===== src/rtl/rv32i_pkg.sv =====
// Shared RV32I definitions for the writeback stage.
// Holds opcode and load funct3 encodings, the WB queue-entry struct
// and a helper that recognises the supported load widths.
package rv32i_pkg;

   localparam logic [6:0] OPC_LOAD   = 7'b0000011;
   localparam logic [6:0] OPC_STORE  = 7'b0100011;
   localparam logic [6:0] OPC_OP     = 7'b0110011;
   localparam logic [6:0] OPC_OP_IMM = 7'b0010011;
   localparam logic [6:0] OPC_LUI    = 7'b0110111;
   localparam logic [6:0] OPC_AUIPC  = 7'b0010111;
   localparam logic [6:0] OPC_JAL    = 7'b1101111;
   localparam logic [6:0] OPC_JALR   = 7'b1100111;
   localparam logic [6:0] OPC_BRANCH = 7'b1100011;

   localparam logic [2:0] F3_LB  = 3'b000;
   localparam logic [2:0] F3_LH  = 3'b001;
   localparam logic [2:0] F3_LW  = 3'b010;
   localparam logic [2:0] F3_LBU = 3'b100;
   localparam logic [2:0] F3_LHU = 3'b101;

   typedef struct packed {
      logic [31:0] pc;
      logic [31:0] ir;
      logic        wen;
      logic [4:0]  rd;
      logic [31:0] wdata;
   } wb_entry_t;

   // True for the load widths the core implements.
   function automatic logic load_f3_ok(input logic [2:0] f3);
      logic ok;
      case (f3)
         F3_LB, F3_LH, F3_LW, F3_LBU, F3_LHU: ok = 1'b1;
         default:                             ok = 1'b0;
      endcase
      return ok;
   endfunction

endpackage


===== src/rtl/wb_load_align.sv =====
// Load data alignment and extension.
// Ports:
//   funct3_i   load width / signedness
//   offset_i   byte offset within the word (effective address [1:0])
//   raw_i      raw aligned word from data memory
//   data_o     extended load result (0 for unsupported funct3)
//   misalign_o access not naturally aligned for its width
module wb_load_align
   import rv32i_pkg::*;
(
   input  logic [2:0]  funct3_i,
   input  logic [1:0]  offset_i,
   input  logic [31:0] raw_i,
   output logic [31:0] data_o,
   output logic        misalign_o
);

   logic [7:0]  byte_s;
   logic [15:0] half_s;

   // Pick the addressed byte and halfword out of the raw word.
   always_comb begin
      case (offset_i)
         2'd0:    byte_s = raw_i[7:0];
         2'd1:    byte_s = raw_i[15:8];
         2'd2:    byte_s = raw_i[23:16];
         2'd3:    byte_s = raw_i[31:24];
         default: byte_s = 8'd0;
      endcase
      half_s = offset_i[1] ? raw_i[31:16] : raw_i[15:0];
   end

   // Extend per funct3 and flag width-misaligned accesses.
   always_comb begin
      data_o     = 32'd0;
      misalign_o = 1'b0;
      case (funct3_i)
         F3_LB:  data_o = {{24{byte_s[7]}}, byte_s};
         F3_LBU: data_o = {24'd0, byte_s};
         F3_LH: begin
            data_o     = {{16{half_s[15]}}, half_s};
            misalign_o = offset_i[0];
         end
         F3_LHU: begin
            data_o     = {16'd0, half_s};
            misalign_o = offset_i[0];
         end
         F3_LW: begin
            data_o     = raw_i;
            misalign_o = (offset_i != 2'd0);
         end
         default: begin
            data_o     = 32'd0;
            misalign_o = 1'b0;
         end
      endcase
   end

endmodule


===== src/rtl/writeback_stage.sv =====
// RV32I writeback stage: forms the architectural result of each completed
// instruction, buffers it in an in-order queue and drains it into the
// register-file write port, counting retired instructions.
// Ports:
//   clk, rst                    clock, asynchronous active-low reset
//   mem_valid/mem_ready         handshake from the memory stage
//   mem_pc/ir/alu_out/load_data instruction payload
//   flush                       synchronous queue clear
//   rf_ready                    register-file port available
//   rf_we/rf_waddr/rf_wdata     register-file write port
//   retire_valid/pc/ir          retirement report
//   misalign_err                pulse after a misaligned load is accepted
//   instret                     retired-instruction counter
module writeback_stage
   import rv32i_pkg::*;
#(
   parameter int DEPTH = 2,
   parameter int XLEN  = 32,
   parameter int CNT_W = 64
) (
   input  logic             clk,
   input  logic             rst,
   input  logic             mem_valid,
   output logic             mem_ready,
   input  logic [XLEN-1:0]  mem_pc,
   input  logic [XLEN-1:0]  mem_ir,
   input  logic [XLEN-1:0]  mem_alu_out,
   input  logic [XLEN-1:0]  mem_load_data,
   input  logic             flush,
   input  logic             rf_ready,
   output logic             rf_we,
   output logic [4:0]       rf_waddr,
   output logic [XLEN-1:0]  rf_wdata,
   output logic             retire_valid,
   output logic [XLEN-1:0]  retire_pc,
   output logic [XLEN-1:0]  retire_ir,
   output logic             misalign_err,
   output logic [CNT_W-1:0] instret
);

   localparam int          AW      = (DEPTH > 1) ? $clog2(DEPTH) : 1;
   localparam logic [AW:0] DEPTH_C = (AW+1)'(DEPTH);

   wb_entry_t        queue_q [DEPTH];
   logic [AW-1:0]    rd_ptr_q, rd_ptr_d, wr_ptr_q, wr_ptr_d;
   logic [AW:0]      count_q, count_d;
   logic [CNT_W-1:0] instret_q, instret_d;
   logic             misalign_q, misalign_d;

   wb_entry_t   new_entry_s, head_s;
   logic        push_s, pop_s, wen_raw_s, load_mis_s, entry_mis_s;
   logic [6:0]  opcode_s;
   logic [2:0]  funct3_s;
   logic [4:0]  rd_s;
   logic [31:0] load_data_s;

   assign opcode_s = mem_ir[6:0];
   assign funct3_s = mem_ir[14:12];
   assign rd_s     = mem_ir[11:7];

   wb_load_align u_align (
      .funct3_i   (funct3_s),
      .offset_i   (mem_alu_out[1:0]),
      .raw_i      (mem_load_data),
      .data_o     (load_data_s),
      .misalign_o (load_mis_s)
   );

   // Build the queue entry from the incoming instruction.
   always_comb begin
      wen_raw_s         = 1'b0;
      entry_mis_s       = 1'b0;
      new_entry_s.pc    = mem_pc;
      new_entry_s.ir    = mem_ir;
      new_entry_s.rd    = rd_s;
      new_entry_s.wdata = 32'd0;
      case (opcode_s)
         OPC_LOAD: begin
            new_entry_s.wdata = load_data_s;
            wen_raw_s         = load_f3_ok(funct3_s) && !load_mis_s;
            entry_mis_s       = load_mis_s;
         end
         OPC_JAL, OPC_JALR: begin
            new_entry_s.wdata = mem_pc + 32'd4;
            wen_raw_s         = 1'b1;
         end
         OPC_LUI, OPC_AUIPC, OPC_OP, OPC_OP_IMM: begin
            new_entry_s.wdata = mem_alu_out;
            wen_raw_s         = 1'b1;
         end
         default: begin
            wen_raw_s = 1'b0;
         end
      endcase
      // x0 is hardwired to zero, so never write it.
      new_entry_s.wen = wen_raw_s && (rd_s != 5'd0);
   end

   // No pass-through: a full queue refuses even when popping this cycle.
   assign mem_ready = (count_q < DEPTH_C);
   assign push_s    = mem_valid && mem_ready && !flush;
   assign pop_s     = (count_q != '0) && rf_ready && !flush;
   assign head_s    = queue_q[rd_ptr_q];

   // Next-state for pointers, occupancy, counter and error pulse.
   always_comb begin
      misalign_d = push_s && entry_mis_s;
      instret_d  = pop_s ? (instret_q + CNT_W'(1)) : instret_q;
      if (flush) begin
         rd_ptr_d = '0;
         wr_ptr_d = '0;
         count_d  = '0;
      end else begin
         rd_ptr_d = pop_s  ? (rd_ptr_q + AW'(1)) : rd_ptr_q;
         wr_ptr_d = push_s ? (wr_ptr_q + AW'(1)) : wr_ptr_q;
         case ({push_s, pop_s})
            2'b10:   count_d = count_q + (AW+1)'(1);
            2'b01:   count_d = count_q - (AW+1)'(1);
            default: count_d = count_q;
         endcase
      end
   end

   // Control state registers.
   always_ff @(posedge clk or negedge rst) begin
      if (!rst) begin
         rd_ptr_q   <= '0;
         wr_ptr_q   <= '0;
         count_q    <= '0;
         instret_q  <= '0;
         misalign_q <= 1'b0;
      end else begin
         rd_ptr_q   <= rd_ptr_d;
         wr_ptr_q   <= wr_ptr_d;
         count_q    <= count_d;
         instret_q  <= instret_d;
         misalign_q <= misalign_d;
      end
   end

   // Queue storage; written only on an accepted push.
   always_ff @(posedge clk or negedge rst) begin
      if (!rst) begin
         for (int i = 0; i < DEPTH; i++) begin
            queue_q[i] <= '0;
         end
      end else if (push_s) begin
         queue_q[wr_ptr_q] <= new_entry_s;
      end
   end

   assign retire_valid = pop_s;
   assign rf_we        = pop_s && head_s.wen;
   assign rf_waddr     = head_s.rd;
   assign rf_wdata     = head_s.wdata;
   assign retire_pc    = head_s.pc;
   assign retire_ir    = head_s.ir;
   assign misalign_err = misalign_q;
   assign instret      = instret_q;

endmodule


===== config.mk =====
export PLATFORM = sky130hd
export DESIGN_NAME = writeback_stage
export DESIGN_NICKNAME = d
export VERILOG_FILES = /design/src/rtl/rv32i_pkg.sv /design/src/rtl/wb_load_align.sv /design/src/rtl/writeback_stage.sv
export SDC_FILE = /design/constraint.sdc
export NUM_CORES = 1
export LEC_CHECK = 0
export CORE_MARGIN = 4
export CORE_UTILIZATION = 46
export DETAILED_ROUTE_END_ITERATION = 6
export GPL_TIMING_DRIVEN = 0
export PLACE_DENSITY_LB_ADDON = 0.3
export SYNTH_ARGS = -nofsm -noshare
export SYNTH_HDL_FRONTEND = slang
export SYNTH_SLANG_ARGS = --single-unit

===== constraint.sdc =====
create_clock -name clk -period 2.1 [get_ports clk]
set_clock_uncertainty 0.05 [all_clocks]
set_input_delay 0.42 -clock clk [delete_from_list [all_inputs] [get_ports clk]]
set_output_delay 0.42 -clock clk [all_outputs]
set_load 0.1 [all_outputs]

==> results of run 1 <==
[cell usage in the layout, fill, tap and decap left out, drive strengths merged, types with 6 or more instances in the layout]
cell type,Yosys,final
dfrtp,263,263
nand4,23,23
clkinv,0,6
a31oi,37,37
nor3,26,26
a21oi,17,17
and4,9,9
xnor2,27,27
or4,8,8
inv,17,18
o32a,8,8
mux4,8,8
o31a,6,6
clkbuf,70,101
a22oi,6,6
clkdlybuf4s15,0,71
dlygate4sd2,0,10
clkdlybuf4s50,0,104
buf,15,164
nand2,462,462
and3,16,16
nor4,25,25
a221oi,8,8
xor2,52,52
nor2,64,64
nand3,33,33
o21ai,60,60
mux2,105,105
[worst max-delay path, delay by kind of cell, from the launching register on]
family | cells | cell delay (ns)
flops | 1 | 0.36
mux | 1 | 0.36
buf+inv | 4 | 0.69
[worst min path at each step]
| stage | start | end | cells past startpoint |
|---|---|---|---|
| detailed placement | rst | queue_q[58] | 1 |
| finish | mem_pc[20] | queue_q[90] | 3 |
| global placement | queue_q[56] | queue_q[56] | 2 |
| CTS | mem_pc[20] | queue_q[90] | 3 |
| floorplan | rst | count_q[0] | 0 |
| global route | mem_pc[20] | queue_q[192] | 3 |
[synth_stat cells (all sizes together), types with 4 or more instances]
library cell	n	share of area [%]
xnor2	27	1.8
xor2	52	3.4
nand4	23	1.2
buf	15	0.59
a22o	5	0.33
or4	8	0.48
nor2	64	1.8
o32a	8	0.62
a31oi	37	1.8
and4	9	0.60
nor3	26	1.0
a21oi	17	0.64
and3	16	0.76
a222oi	5	0.38
a221oi	8	0.53
dfrtp	263	50
and2	5	0.24
or3	4	0.19
nor4	25	1.3
a22oi	6	0.34
mux4	8	1.4
nand3	33	1.2
o31a	6	0.40
o21ai	60	2.3
inv	17	0.48
a21boi	4	0.23
clkbuf	70	2.0
mux2	105	8.9
mux2i	4	0.30
nand2	462	13
[registers in the layout (all words and copies together) (netlist names)]
| name | flops |
|---|---|
| queue_q | 194 |
| misalign_err | 1 |
| wr_ptr_q | 1 |
| instret | 64 |
| count_q | 2 |
| rd_ptr_q | 1 |
[timing repair]
action                                  CTS  global route
buffers inserted                         14            16
resized for setup                      1040           175
pin swaps                                 9            19
setup endpoints to repair               395           245
cloned                                    1             0
endpoints found under the hold margin    51             0
hold buffers                              1             0
[metrics by stage]
stage / utilization (%) / setup TNS, ns / area (sq um) / total power [W]
2_1_floorplan: - / -0.841 / 13500 / 0.0114
3_3_place_gp: 60.4 / -3163.13 / 17000 / 0.0130
3_5_place_dp: 60.6 / -329.88 / 17000 / 0.0131
4_1_cts: 66.2 / -29.83 / 18600 / 0.0187
5_1_grt: 68.7 / -29.34 / 19300 / 0.0197
6_report: 68.7 / -25.21 / 19300 / 0.0190
[routing by layer]
layer	wire [microns]	vias to the layer above
met5	37	-
met4	1850	6
met3	4280	129
met1	17700	6234
li1	-	5616
met2	22600	703
[logic make-up (layout without fill, tap and decap cells)]
| kind of cell | after synthesis | after routing | synth area share, % |
|---|---|---|---|
| compound gates | 169 | 169 | 8.32 |
| xor+xnor | 79 | 79 | 5.23 |
| fa+ha+maj | 2 | 2 | 0.189 |
| buf+inv | 102 | 487 | 3.06 |
| flops | 263 | 263 | 49.8 |
| mux | 117 | 117 | 10.6 |
| other cells | 0 | 1 | 0 |
| simple gates | 689 | 689 | 22.8 |
[where the power goes]
group | switching (W) | internal (W) | total (W)
Sequential | 0.000491 | 0.00594 | 0.00643
Combinational | 0.00495 | 0.00218 | 0.00713
Clock | 0.00216 | 0.00325 | 0.00541
Total | 0.00760 | 0.0114 | 0.0190
[final cells by class]
class | instances | area [sq um]
buffer | 81 | 606
clock buffer | 42 | 866
sequential | 263 | 6710
antenna | 1 | 2.50
timing repair buffer | 334 | 3640
inverter | 17 | 63.8
tap | 378 | 473
clock inverter | 13 | 169
fill | 2078 | 8800
multi-input combinational | 1056 | 6760
==> metrics, run 1 <==
outcome=finished, violations left; failing checks=negative setup slack; syn avg cell area=9.30 sq um; Slew HR=56.5%; num ports=302; Mapped Cells=1421; GR Overflow Total=0; DRT iter0 DRCs=1332; synthesized cell area=0.0132 sq mm; Slew Viols, Final=0; CTS sink cnt=263; post-synth cell types=57; vias=12.7k; pre-CTS WS=-1.54 ns; Die Ht=178 microns; Area Overhead vs Synth=45.9%; initial antenna violation count=4; CP max stage delay=0.36 ns; hold slack=0.132 ns; die area=0.0315 sq mm; critical path endpoint category=output pin; Die W=178 microns; Routability Congestion=0.957; Root Buffer=clkbuf_16; Initial DRT Pass Iterations=6; R2R depth=7; CTS tree=yes; vias in the first global route=12.4k; flops & latches, synth=263; critical path launch point type=flip-flop; flop2flop setup slack=-0.14 ns; critical path endpoint=retire_pc[18]; critical path startpoint=rd_ptr_q; CTS H-Tree Depth=1; syn_nets=1556; CP most frequent cell=clkbuf_16; CTS buffer count=30; CP Data Arrival Time=1.96 ns; Worst-Skew Late Latency=0.56 ns; Hold Path Class=input pin to flip-flop; CP Data Required Time=1.63 ns; dpl cells=2101; LEAKAGE=8.88 nW; Core Footprint=0.0281 sq mm; met1 global-route usage=35.6%; post-route setup slack=-0.325 ns; PortBufs=300; final setup fails=106; Worst Max-Slew Pin Slew=0.652 ns; # rows=61; first-pass GRT wire length=69.9 mm; RSZ-0062 raised after global routing=yes; fraction of registers with async set/reset=100%; Longest Clk Path Bufs=3; GRT Max-Usage Layer=met2; drt wl/cell=21.3 microns; Pwr Density=984 mW/mm^2; hpwl dp=33.1 mm; worst path cell trace=buf_8, clkbuf_16, clkbuf_16, mux2_2, buf_6; Max IR drop VDD=0.000917 V; Final period util=115%; EDFF count, synth=0; fmax=412 MHz; Critical-path top delay cell=dfrtp_1; Seq/Total Area, Yosys=49.8%; FF-to-FF Start=instret[17]; clock slew at reported path FFs=0.06 ns; final std cells w/o fill=2185; NumNets Final=1918; Residual DRC=0; vias per cell=5.81; fraction of layout cells with a size suffix above 1=31.3%; Crit Path Class=flip-flop to output pin; Max-Cap Viols=0; drt total wl=46.5 mm; met3 Usage GRT=6.05%; post-route ant nets=0; FF-to-FF End=instret[53]; yosys warns=0; final hold violation count=0; total track usage=28.0%; Worst Path Max Fanout=10; largest net degree at the start of global routing=124; Primary FF master, synth=dfrtp_1; crit path time final=2.43 ns; met2 usage in global routing=47.9%; initial core utilization=47.1%
Power figures use the tool's default switching activity.
==> run 2: changes to the inputs <==
--- a/config.mk
+++ b/config.mk
@@ -8,6 +8,7 @@
 export CORE_MARGIN = 4
 export CORE_UTILIZATION = 46
 export DETAILED_ROUTE_END_ITERATION = 6
+export GPL_ROUTABILITY_DRIVEN = 1
 export GPL_TIMING_DRIVEN = 0
 export PLACE_DENSITY_LB_ADDON = 0.3
 export SYNTH_ARGS = -nofsm -noshare
==> results of run 2 <==
Same layout as run 1: the final DEF is identical, and so are final timing and power.
